--- config.mk ---
export PLATFORM = sky130hd
export DESIGN_NAME = oh_pwrseq
export DESIGN_NICKNAME = d
export VERILOG_FILES = /design/src/rtl/oh_pwrseq.sv
export SDC_FILE = /design/constraint.sdc
export NUM_CORES = 1
export LEC_CHECK = 0
export BUFFER_PORTS_ARGS = -buffer_cell sky130_fd_sc_hd__clkbuf_2
export CAP_MARGIN = 20
export CORE_MARGIN = 5
export CORE_UTILIZATION = 30
export CTS_CLUSTER_DIAMETER = 200
export DETAILED_ROUTE_END_ITERATION = 7
export PLACE_DENSITY = 0.47
export SLEW_MARGIN = 20
export SYNTH_ARGS = -nofsm -noshare
export SYNTH_HDL_FRONTEND = slang
export SYNTH_SLANG_ARGS = --single-unit
export TNS_END_PERCENT = 5
--- constraint.sdc ---
create_clock -name clk -period 3.13 [get_ports clk]
set_clock_uncertainty 0.2 [all_clocks]
set_input_delay 0.626 -clock clk [delete_from_list [all_inputs] [get_ports clk]]
set_output_delay 0.626 -clock clk [all_outputs]
set_load 0.005 [all_outputs]
--- src/rtl/oh_pwrseq.sv ---
// Power-domain sequencer: staggers PMOS header segments on/off, then manages
// isolation and domain reset around the powered window.
module oh_pwrseq #(
   parameter int    N       = 4,
   parameter int    DELAY   = 8,
   parameter int    TIMEOUT = 64,
   parameter string DEBUG   = "false"
) (
   input  logic         clk,
   input  logic         nreset,
   input  logic         req_on,
   input  logic         pgood,
   output logic [N-1:0] pwr_en_n,
   output logic         iso,
   output logic         domain_nreset,
   output logic         ack,
   output logic         busy,
   output logic         fault
);
   localparam int         IW   = $clog2(N);
   localparam logic [7:0]  DLY = 8'(DELAY - 1);
   localparam logic [15:0] TMO = 16'(TIMEOUT - 1);

   typedef enum logic [2:0] {
      OFF, RAMP_UP, WAIT_PG, ISO_REL, ON, RAMP_DN, FAULT
   } state_t;

   state_t          state, state_n;
   logic [N-1:0]    pwr_n;
   logic [IW-1:0]   idx, idx_n, idx_p1;
   logic [7:0]      dcnt, dcnt_n;
   logic [15:0]     tcnt, tcnt_n;
   logic [1:0]      pre, pre_n;
   logic            iso_n, dnr_n;

   // idx tracks the highest enabled segment; pre sequences reset-then-first-disable
   // when leaving a powered state.
   always_comb begin
      state_n = state;
      pwr_n   = pwr_en_n;
      idx_n   = idx;
      idx_p1  = idx + 1'b1;
      dcnt_n  = dcnt;
      tcnt_n  = tcnt;
      pre_n   = pre;
      iso_n   = iso;
      dnr_n   = domain_nreset;
      case (state)
         OFF: begin
            pwr_n = '1; iso_n = 1'b1; dnr_n = 1'b0; idx_n = '0;
            if (req_on) begin
               state_n  = RAMP_UP;
               pwr_n[0] = 1'b0;
               dcnt_n   = '0;
            end
         end
         RAMP_UP, WAIT_PG: begin
            if (!req_on) begin
               pwr_n[idx] = 1'b1;
               dcnt_n     = '0;
               pre_n      = '0;
               if (idx == '0) state_n = OFF;
               else begin
                  idx_n   = idx - 1'b1;
                  state_n = RAMP_DN;
               end
            end else if (state == RAMP_UP) begin
               if (dcnt == DLY) begin
                  dcnt_n        = '0;
                  idx_n         = idx_p1;
                  pwr_n[idx_p1] = 1'b0;
                  if (idx_p1 == IW'(N - 1)) begin
                     state_n = WAIT_PG;
                     tcnt_n  = '0;
                  end
               end else dcnt_n = dcnt + 8'd1;
            end else if (pgood) begin
               state_n = ISO_REL;
               iso_n   = 1'b0;
            end else if (tcnt == TMO) begin
               state_n = FAULT;
               pwr_n   = '1;
            end else tcnt_n = tcnt + 16'd1;
         end
         ISO_REL, ON: begin
            if (!req_on) begin
               state_n = RAMP_DN;
               iso_n   = 1'b1;
               pre_n   = 2'd2;
            end else if (state == ISO_REL) begin
               state_n = ON;
               dnr_n   = 1'b1;
            end
         end
         RAMP_DN: begin
            if (pre == 2'd2) begin
               dnr_n = 1'b0;
               pre_n = 2'd1;
            end else if (pre == 2'd1 || dcnt == DLY) begin
               pre_n      = '0;
               dcnt_n     = '0;
               pwr_n[idx] = 1'b1;
               if (idx == '0) state_n = OFF;
               else idx_n = idx - 1'b1;
            end else dcnt_n = dcnt + 8'd1;
         end
         FAULT: begin
            pwr_n = '1; iso_n = 1'b1; dnr_n = 1'b0;
            if (!req_on) state_n = OFF;
         end
         default: state_n = OFF;
      endcase
   end

   always_ff @(posedge clk) begin
      if (!nreset) begin
         state         <= OFF;
         pwr_en_n      <= '1;
         idx           <= '0;
         dcnt          <= '0;
         tcnt          <= '0;
         pre           <= '0;
         iso           <= 1'b1;
         domain_nreset <= 1'b0;
         ack           <= 1'b0;
         busy          <= 1'b0;
         fault         <= 1'b0;
      end else begin
         state         <= state_n;
         pwr_en_n      <= pwr_n;
         idx           <= idx_n;
         dcnt          <= dcnt_n;
         tcnt          <= tcnt_n;
         pre           <= pre_n;
         iso           <= iso_n;
         domain_nreset <= dnr_n;
         ack           <= (state_n == ON);
         busy          <= (state_n == RAMP_UP) || (state_n == WAIT_PG) ||
                          (state_n == ISO_REL) || (state_n == RAMP_DN);
         fault         <= (state_n == FAULT);
      end
   end

   generate
      if (DEBUG == "true") begin : g_debug
         always_ff @(posedge clk) begin
            if (nreset && state_n != state)
               $display("%m: %s -> %s", state.name(), state_n.name());
         end
      end
   endgenerate
endmodule

==> out/results.ini, run 1 <==
[pwr]
p_switching_w=0.000270
seqPwrFrac_pct=53.7
max-vdd-ir-drop_uv=139
power_frac_comb_pct=11.9
switching_share_pct=27.6
p_leak_nw=1.03
internal_power_w=0.000709
p_clk_share_pct=34.4
power_density_mw_per_mm2=363

[critical_path]
r2r_slack_ns=0.59
r2r_start=dcnt[3]
crit_arrival_ns=2.54
reg2reg_to=ack
cp-end-kind=flip-flop
critical_path.max_fanout=6
critical-path-slowest-cell=or4_4
cp_top_family=simple AND/OR/NAND/NOR gates
worstSetupPathType=flip-flop to flip-flop
reg2reg_depth=6
worstPathRequired_ns=3.12
crit_chain=or4_4, nor3_1, nand3_1, o211ai_1, o21ai_0, nor4b_1
critPathMaxStageDelay_ns=0.55
worst_setup_path_start_kind=flip-flop
cp_num_buf_inv=0

[floorplanning]
rows=32
dieWidth_um=99.5
dieArea_mm2=0.00989
start_util_pct=30.9
io_pins=13
die_h_um=99.5
placeableCoreArea_mm2=0.00777

[route]
drc_errors=0
ant_nets=0
vias=2197
avgRoutedWirePerCell_um=14.5
drtPass1Iterations=4
via_per_inst=5.18
finalWirelength_um=6160
first_iter_violations=194

[clock_tree]
clockRootBuffer=clkbuf_8
cts_tree=yes
post_cts_buffers=0
h-tree-depth=2
clock_latency_ns=0.29
cts_hold_buf=0
numCtsBuffers=5
clock_path_buffers=2
cts_resized=0
path_clk_slew_ns=0.08
clock_sinks=40

[synthesis]
yosysMostFrequentCell=nor2_1
synth_enable_flop_cells=0
avgSynthCellArea_um2=7.82
syn_inst=307
postSynth.asyncResetShare_pct=0
ys_seq_area_share_pct=33.4
netlist_area_mm2=0.00240
yosysTopAreaCellShare_pct=33.4
synthFlopType=dfxtp_1
ys_warn_count=0
synthTopCellsByArea=dfxtp_1 (33%), nor2_1 (6.4%), xor2_1 (6.2%)
synth_top_cell_by_area=dfxtp_1
synth_nets=319
synth.ff_latch_count=40
ys_types=58
synth_commonest_cells=nor2_1 (41), dfxtp_1 (40), nand2_1 (31)

[timing]
max_freq_ghz=0.393
setup-violations-final=0
worstMarginPinSlew_ns=0.621
final-hold-violation-count=0
grt_setup_unrepaired=false
fin_crit_ns=2.54
fin_ws_ns=0.585
slew-limit-headroom_pct=58.5
slew_viol_final=0
fin_crit_sh_pct=81.3
final.setup.tns_ns=0

[finish]
antenna_cells=0
nNetsFinal=334
syn_to_final_growth_pct=12.2
drive_gt1_share_pct=11.2

[grt]
track_usage_pct=13.1
grt_max_degree=23
overflow=0
grt_pass1_vias=2140
antenna_found_initial=0
grt_pass1_wl_um=10600

[placed_design]
port_buffers=12
dpl_worst_slack_ns=0.538
dp_hpwl_um=4510
place_congestion=0.825

[min_path]
min_to=pwr_en_n[1]
worstHoldStart=pwr_en_n[1]
hold_path_class=flip-flop to flip-flop
whs_path_depth=2

[job]
cap_viol_max_count=0

[status]
outcome=finished, final reports clean

-- cells by family (layout without fill, tap and decap cells) --
family          Yosys count  after routing  synth area share [%]
compound gates           62             62                  17.5
simple gates            147            147                  31.8
xor+xnor                 19             19                  6.93
mux                       5              5                  2.14
buf+inv                  26             41                  4.12
flops                    40             40                  33.4
fa+ha+maj                 8              8                  4.17
-- per-stage QoR --
stage	cell area (um2)	hold WS [ns]	std cells	utilization [%]	power (W)
final	2700	0.277	424	34.7	0.000979
after global routing	2700	0.308	424	34.7	0.00103
after CTS	2700	0.278	424	34.7	0.000994
after detailed placement	2610	0.266	417	33.7	0.000653
after global placement	2610	0.261	417	33.7	0.000655
after floorplan	2400	0.257	307	-	0.000614
-- flip-flops by register name, indices dropped and copies added, names as in the netlist --
signal and cells:
ack 1, busy 1, dcnt 8, domain_nreset 1
fault 1, idx 2, iso 1, pre 2
pwr_en_n 4, state 3, tcnt 16
-- metal layers --
layer  track usage, %  share of wire, %
met4             4.62              0.86
met2             19.7                44
met3             2.17               4.0
met5                0                 0
met1             18.8                51
-- worst reg2reg max path, delay by kind of cell (launching register included) --
kind | cells | cell delay, ns
simple gates | 4 | 1.52
flops | 1 | 0.37
compound gates | 2 | 0.36
-- worst max path at each step --
stage	from	to	cells after the start
after floorplan	dcnt[3]	tcnt[12]	6
after global placement	req_on	idx[0]	7
after detailed placement	req_on	ack	6
after CTS	idx[0]	tcnt[12]	8
after global routing	dcnt[3]	ack	6
final	dcnt[3]	ack	6
-- cell type report --
cell class              count  area (um2)
fillers                   822        5070
multi-input cells         241        1500
flip-flops and latches     40         801
repair buffers             23         143
well taps                 102         128
clock buffers               5        68.8
inverters                  11        41.3
clock inverters             2        12.5
-- layout by cell type, fill, tap and decap left out, types with 2 or more instances in the layout --
cell,n
nor2b_1,7
nor4_1,4
a32oi_1,3
o211ai_1,2
o21ai_0,13
nand4_1,15
and2_1,6
clkbuf_2,12
nand2b_1,5
a31oi_1,2
a2111oi_0,2
mux2i_1,4
and3_1,5
o22ai_1,4
nor3_1,4
and4_1,2
xnor2_1,2
nor2_1,41
clkbuf_8,5
a21o_1,3
ha_1,8
nand2_1,31
a21oi_1,14
buf_4,11
and4b_1,2
dfxtp_1,40
a211oi_1,4
xor2_1,17
nand3_1,11
inv_1,10
nor3b_1,4
-- power groups by stage --
| stage | combinational [W] | clock [W] | sequential (W) |
|---|---|---|---|
| after global placement | 0.000117 | 0 | 0.000537 |
| after floorplan | 0.0000817 | 0 | 0.000532 |
| after CTS | 0.000116 | 0.000352 | 0.000525 |
| final | 0.000117 | 0.000337 | 0.000525 |
| after global routing | 0.000131 | 0.000377 | 0.000527 |
| after detailed placement | 0.000116 | 0 | 0.000537 |
Power figures use the tool's default switching activity.
==> run 2, diff against run 1 <==
- PLACE_DENSITY: 0.47 -> 0.49
- clock period: 3.13 -> 2.05 ns (I/O delays scaled with it)
==> out/results.ini, run 2 (synthesized netlist as in run 1, its figures left out) <==
[finish]
instances_no_fill=501
seq_area_um2=803
syn_to_final_growth_pct=41.0
final_util_pct=43.6
antenna_cells=0
regMostFlops=tcnt
layout_common_cells=buf_4 (85), nor2_1 (41), dfxtp_1 (38), nand2_1 (28), xor2_1 (16)
drive_gt1_share_pct=32.8
nNetsFinal=410
fillCellCount=795
multiInputGateArea_mm2=0.00159
final_common_cell=buf_4
largest_register_ff_count=16
reg_top3=tcnt x16, dcnt x8, pwr_en_n x4

[floorplanning]
placeableCoreArea_mm2=0.00777
dieWidth_um=99.5
start_util_pct=30.9
io_pins=13
dieArea_mm2=0.00989
die_h_um=99.5
rows=32

[clock_tree]
clock_latency_ns=0.29
path_clk_slew_ns=0.08
clockRootBuffer=clkbuf_8
numCtsBuffers=5
cts_tree=yes
post_cts_buffers=0
h-tree-depth=2
clock_sinks=40
clock_path_buffers=2

[pwr]
p_leak_nw=1.45
p_clk_share_pct=34.7
power_density_mw_per_mm2=478
power_frac_comb_pct=16.3
switching_share_pct=26.9
p_switching_w=0.000435
internal_power_w=0.00118
max-vdd-ir-drop_uv=186
seqPwrFrac_pct=49.1

[critical_path]
worstSetupPathType=flip-flop to flip-flop
worstPathRequired_ns=2.08
crit_chain=or4_4, or4b_4, a21oi_4, nand3_2, or4_1, o21ai_1
worst_setup_path_start_kind=flip-flop
cp-end-kind=flip-flop
critical_path.max_fanout=4
reg2reg_depth=6
critical-path-slowest-cell=or4_4
crit_arrival_ns=2.42
critPathMaxStageDelay_ns=0.54
r2r_slack_ns=-0.34
reg2reg_to=tcnt[12]
r2r_start=dcnt[3]

[min_path]
min_to=state[0]
hold_path_class=input pin to flip-flop
worstHoldStart=nreset
whs_path_depth=3

[status]
violations=negative setup slack
outcome=finished with violations

[grt]
track_usage_pct=14.4
grt_pass1_wl_um=11600
overflow=0
antenna_found_initial=0
grt_pass1_vias=2363
grt_max_degree=16

[placed_design]
port_buffers=12
dp.cells=493
place_congestion=0.860
dp_hpwl_um=5280

[job]
cap_viol_max_count=0

[timing]
fin_crit_ns=2.39
max_freq_ghz=0.418
fin_ws_ns=-0.340
setup-violations-final=36
final.setup.tns_ns=-6.97
hold_ws_ns=0.257
worstMarginPinSlew_ns=0.417
grt_setup_unrepaired=true
fin_crit_sh_pct=117
slew_viol_final=0
final-hold-violation-count=0
slew-limit-headroom_pct=72.1

[route]
drtPass1Iterations=4
drc_errors=0
via_per_inst=5.00
first_iter_violations=151
dr_wl_met3_um=257
finalWirelength_um=6950
ant_nets=0
wl_met1_um=3280
highest_layer=met4
route.met2.wl_um=3300
avgRoutedWirePerCell_um=13.9
vias=2506

==> run 2: routing by layer <==
layer | track usage (%) | up-vias
li1 | - | 1283
met1 | 19.7 | 1175
met2 | 23.7 | 38
met3 | 2.52 | 10
met4 | 3.57 | 0
met5 | 0 | -
==> run 2: critical path: cells and delay by family (launching register included) <==
| kind | cells | cell delay (ns) |
|---|---|---|
| AO/OA/AOI/OAI | 2 | 0.28 |
| flip-flops | 1 | 0.32 |
| AND/OR/NAND/NOR | 4 | 1.53 |
==> run 2: cell type report <==
class                      instances  area share (%)
timing repair buffer              99            21.6
multi-input combinational        241            46.9
sequential                        40            23.7
inverter                          11            1.22
tap                              102            3.77
clock inverter                     1           0.222
clock buffer                       7            2.55
==> run 2: timing repair <==
item | in CTS | in global routing
hold buffers | 0 | 0
pin swaps | 7 | 2
setup endpoints to repair | 37 | 38
resized for setup | 13 | 13
==> run 2: worst max-delay path by stage <==
stage | from | end | slack, ns | cells after the start
after floorplan | dcnt[3] | tcnt[12] | -0.39 | 6
after global placement | dcnt[7] | tcnt[3] | -0.36 | 7
after detailed placement | dcnt[7] | tcnt[7] | -0.39 | 7
after CTS | dcnt[3] | tcnt[12] | -0.33 | 6
after global routing | dcnt[3] | tcnt[7] | -0.46 | 7
final | dcnt[3] | tcnt[12] | -0.34 | 6
==> run 2: power groups by stage <==
| stage | Sequential [W] | Clock [W] | Combinational, W |
|---|---|---|---|
| 6_report | 0.000794 | 0.000561 | 0.000263 |
| 5_1_grt | 0.000796 | 0.000613 | 0.000288 |
| 4_1_cts | 0.000794 | 0.000584 | 0.000254 |
| 3_5_place_dp | 0.000812 | 0 | 0.000247 |
| 3_3_place_gp | 0.000812 | 0 | 0.000247 |
| 2_1_floorplan | 0.000813 | 0 | 0.000125 |
==> run 2: through the flow <==
step | area, um2 | total power (W) | worst slack [ns]
floorplan | 2400 | 0.000938 | -0.387
global placement | 3200 | 0.00106 | -0.364
detailed placement | 3200 | 0.00106 | -0.394
CTS | 3330 | 0.00163 | -0.329
global route | 3380 | 0.00170 | -0.456
finish | 3380 | 0.00162 | -0.340
==> run 3, diff against run 2 <==
- REMOVE_ABC_BUFFERS: default -> 1
==> out/results.ini, run 3 (synthesized netlist as in run 1, its figures left out) <==
[status]
outcome=finished with violations
violations=negative setup slack

[floorplanning]
io_pins=13
die_h_um=99.5
dieWidth_um=99.5
dieArea_mm2=0.00989
placeableCoreArea_mm2=0.00777
rows=32
start_util_pct=30.9

[clock_tree]
cts_tree=yes
path_clk_slew_ns=0.09
clock_sinks=40
h-tree-depth=2
clockRootBuffer=clkbuf_8
numCtsBuffers=5
clock_latency_ns=0.29
post_cts_buffers=0
clock_path_buffers=2

[timing]
fin_ws_ns=-0.348
slew-limit-headroom_pct=75.1
final.setup.tns_ns=-5.92
max_freq_ghz=0.417
hold_ws_ns=0.255
worstMarginPinSlew_ns=0.373
final-hold-violation-count=0
fin_crit_ns=2.40
fin_crit_sh_pct=117
setup-violations-final=28
grt_setup_unrepaired=true
slew_viol_final=0

[route]
route.met2.wl_um=3150
via_per_inst=5.04
dr_wl_met3_um=278
ant_nets=0
avgRoutedWirePerCell_um=14.0
highest_layer=met4
first_iter_violations=145
wl_met1_um=3330
drc_errors=0
finalWirelength_um=6830
drtPass1Iterations=4
vias=2458

[pwr]
fin_total_pwr_w=0.00156
p_leak_nw=1.36
power_density_mw_per_mm2=482
max-vdd-ir-drop_uv=213

[finish]
syn_to_final_growth_pct=34.5
drive_gt1_share_pct=28.0
regMostFlops=tcnt
layout_common_cells=buf_4 (74), nor2_1 (41), dfxtp_1 (40), nand2_1 (30), xor2_1 (17)
instances_no_fill=488
nNetsFinal=398
reg_top3=tcnt x16, dcnt x8, pwr_en_n x4
largest_register_ff_count=16
final_common_cell=buf_4
antenna_cells=0

[min_path]
whs_path_depth=3
hold_path_class=input pin to flip-flop

[critical_path]
crit_chain=or4_4, or4b_4, a21oi_4, nand3_2, or4_1, o21ai_1
worstSetupPathType=flip-flop to flip-flop
reg2reg_depth=6
cp_top_family=simple AND/OR/NAND/NOR gates
cp.depth=6
cp_num_buf_inv=0
cp-end-kind=flip-flop
critical_path.max_fanout=4
worst_setup_path_start_kind=flip-flop
critPathMaxStageDelay_ns=0.54
critical-path-slowest-cell=or4_4
crit_arrival_ns=2.43
worstPathRequired_ns=2.08

[grt]
grt_max_degree=28
grt_pass1_wl_um=11500
track_usage_pct=14.3
antenna_found_initial=0
overflow=0
grt_pass1_vias=2357

[placed_design]
dpl_worst_slack_ns=-0.338
port_buffers=12
place_congestion=0.850
dp.cells=481
dp_hpwl_um=5130

[job]
cap_viol_max_count=0

run 3: cell type report:
| class | count | area, um2 |
|---|---|---|
| inverter | 11 | 41.3 |
| multi-input combinational | 241 | 1540 |
| tap | 102 | 128 |
| fill | 813 | 4540 |
| timing repair buffer | 87 | 636 |
| clock buffer | 5 | 68.8 |
| clock inverter | 2 | 12.5 |
| sequential | 40 | 801 |
run 3: power by group:
part | internal [W] | switching (W) | total, W | leakage [nW]
Combinational | 0.000109 | 0.000136 | 0.000245 | 1.00
Clock | 0.000231 | 0.000288 | 0.000518 | 0.0400
Sequential | 0.000787 | 0.00000629 | 0.000794 | 0.323
Total | 0.00113 | 0.000430 | 0.00156 | 1.36
run 3: metrics by stage:
stage | instance area (um2) | utilization, %
floorplan | 2340 | -
global placement | 3110 | 40.0
detailed placement | 3110 | 40.0
CTS | 3200 | 41.2
global route | 3230 | 41.6
finish | 3230 | 41.6
run 3: metal layers:
| layer | track usage, % | vias to the layer above |
|---|---|---|
| met2 | 22.6 | 50 |
| met1 | 20.5 | 1141 |
| met3 | 2.31 | 7 |
| li1 | - | 1260 |
| met5 | 0 | - |
| met4 | 2.84 | 0 |
run 3: path summary, 6_finish.rpt:
path               start  slack (ns)     endpoint
max reg2reg      dcnt[5]       -0.35     tcnt[12]
min reg2reg  pwr_en_n[1]        0.29  pwr_en_n[1]
max              dcnt[5]       -0.35     tcnt[12]
min               nreset        0.25     state[0]
run 3: timing repair:
action	in CTS	in global routing
pin swaps	1	0
resized for setup	5	11
endpoints found under the setup margin	36	37
hold buffers	0	0
run 3: worst min-delay path, cell delays in order:
cell and delay, ns:
clkbuf_2 0.14, nand2_1 0.10, nor2b_1 0.05
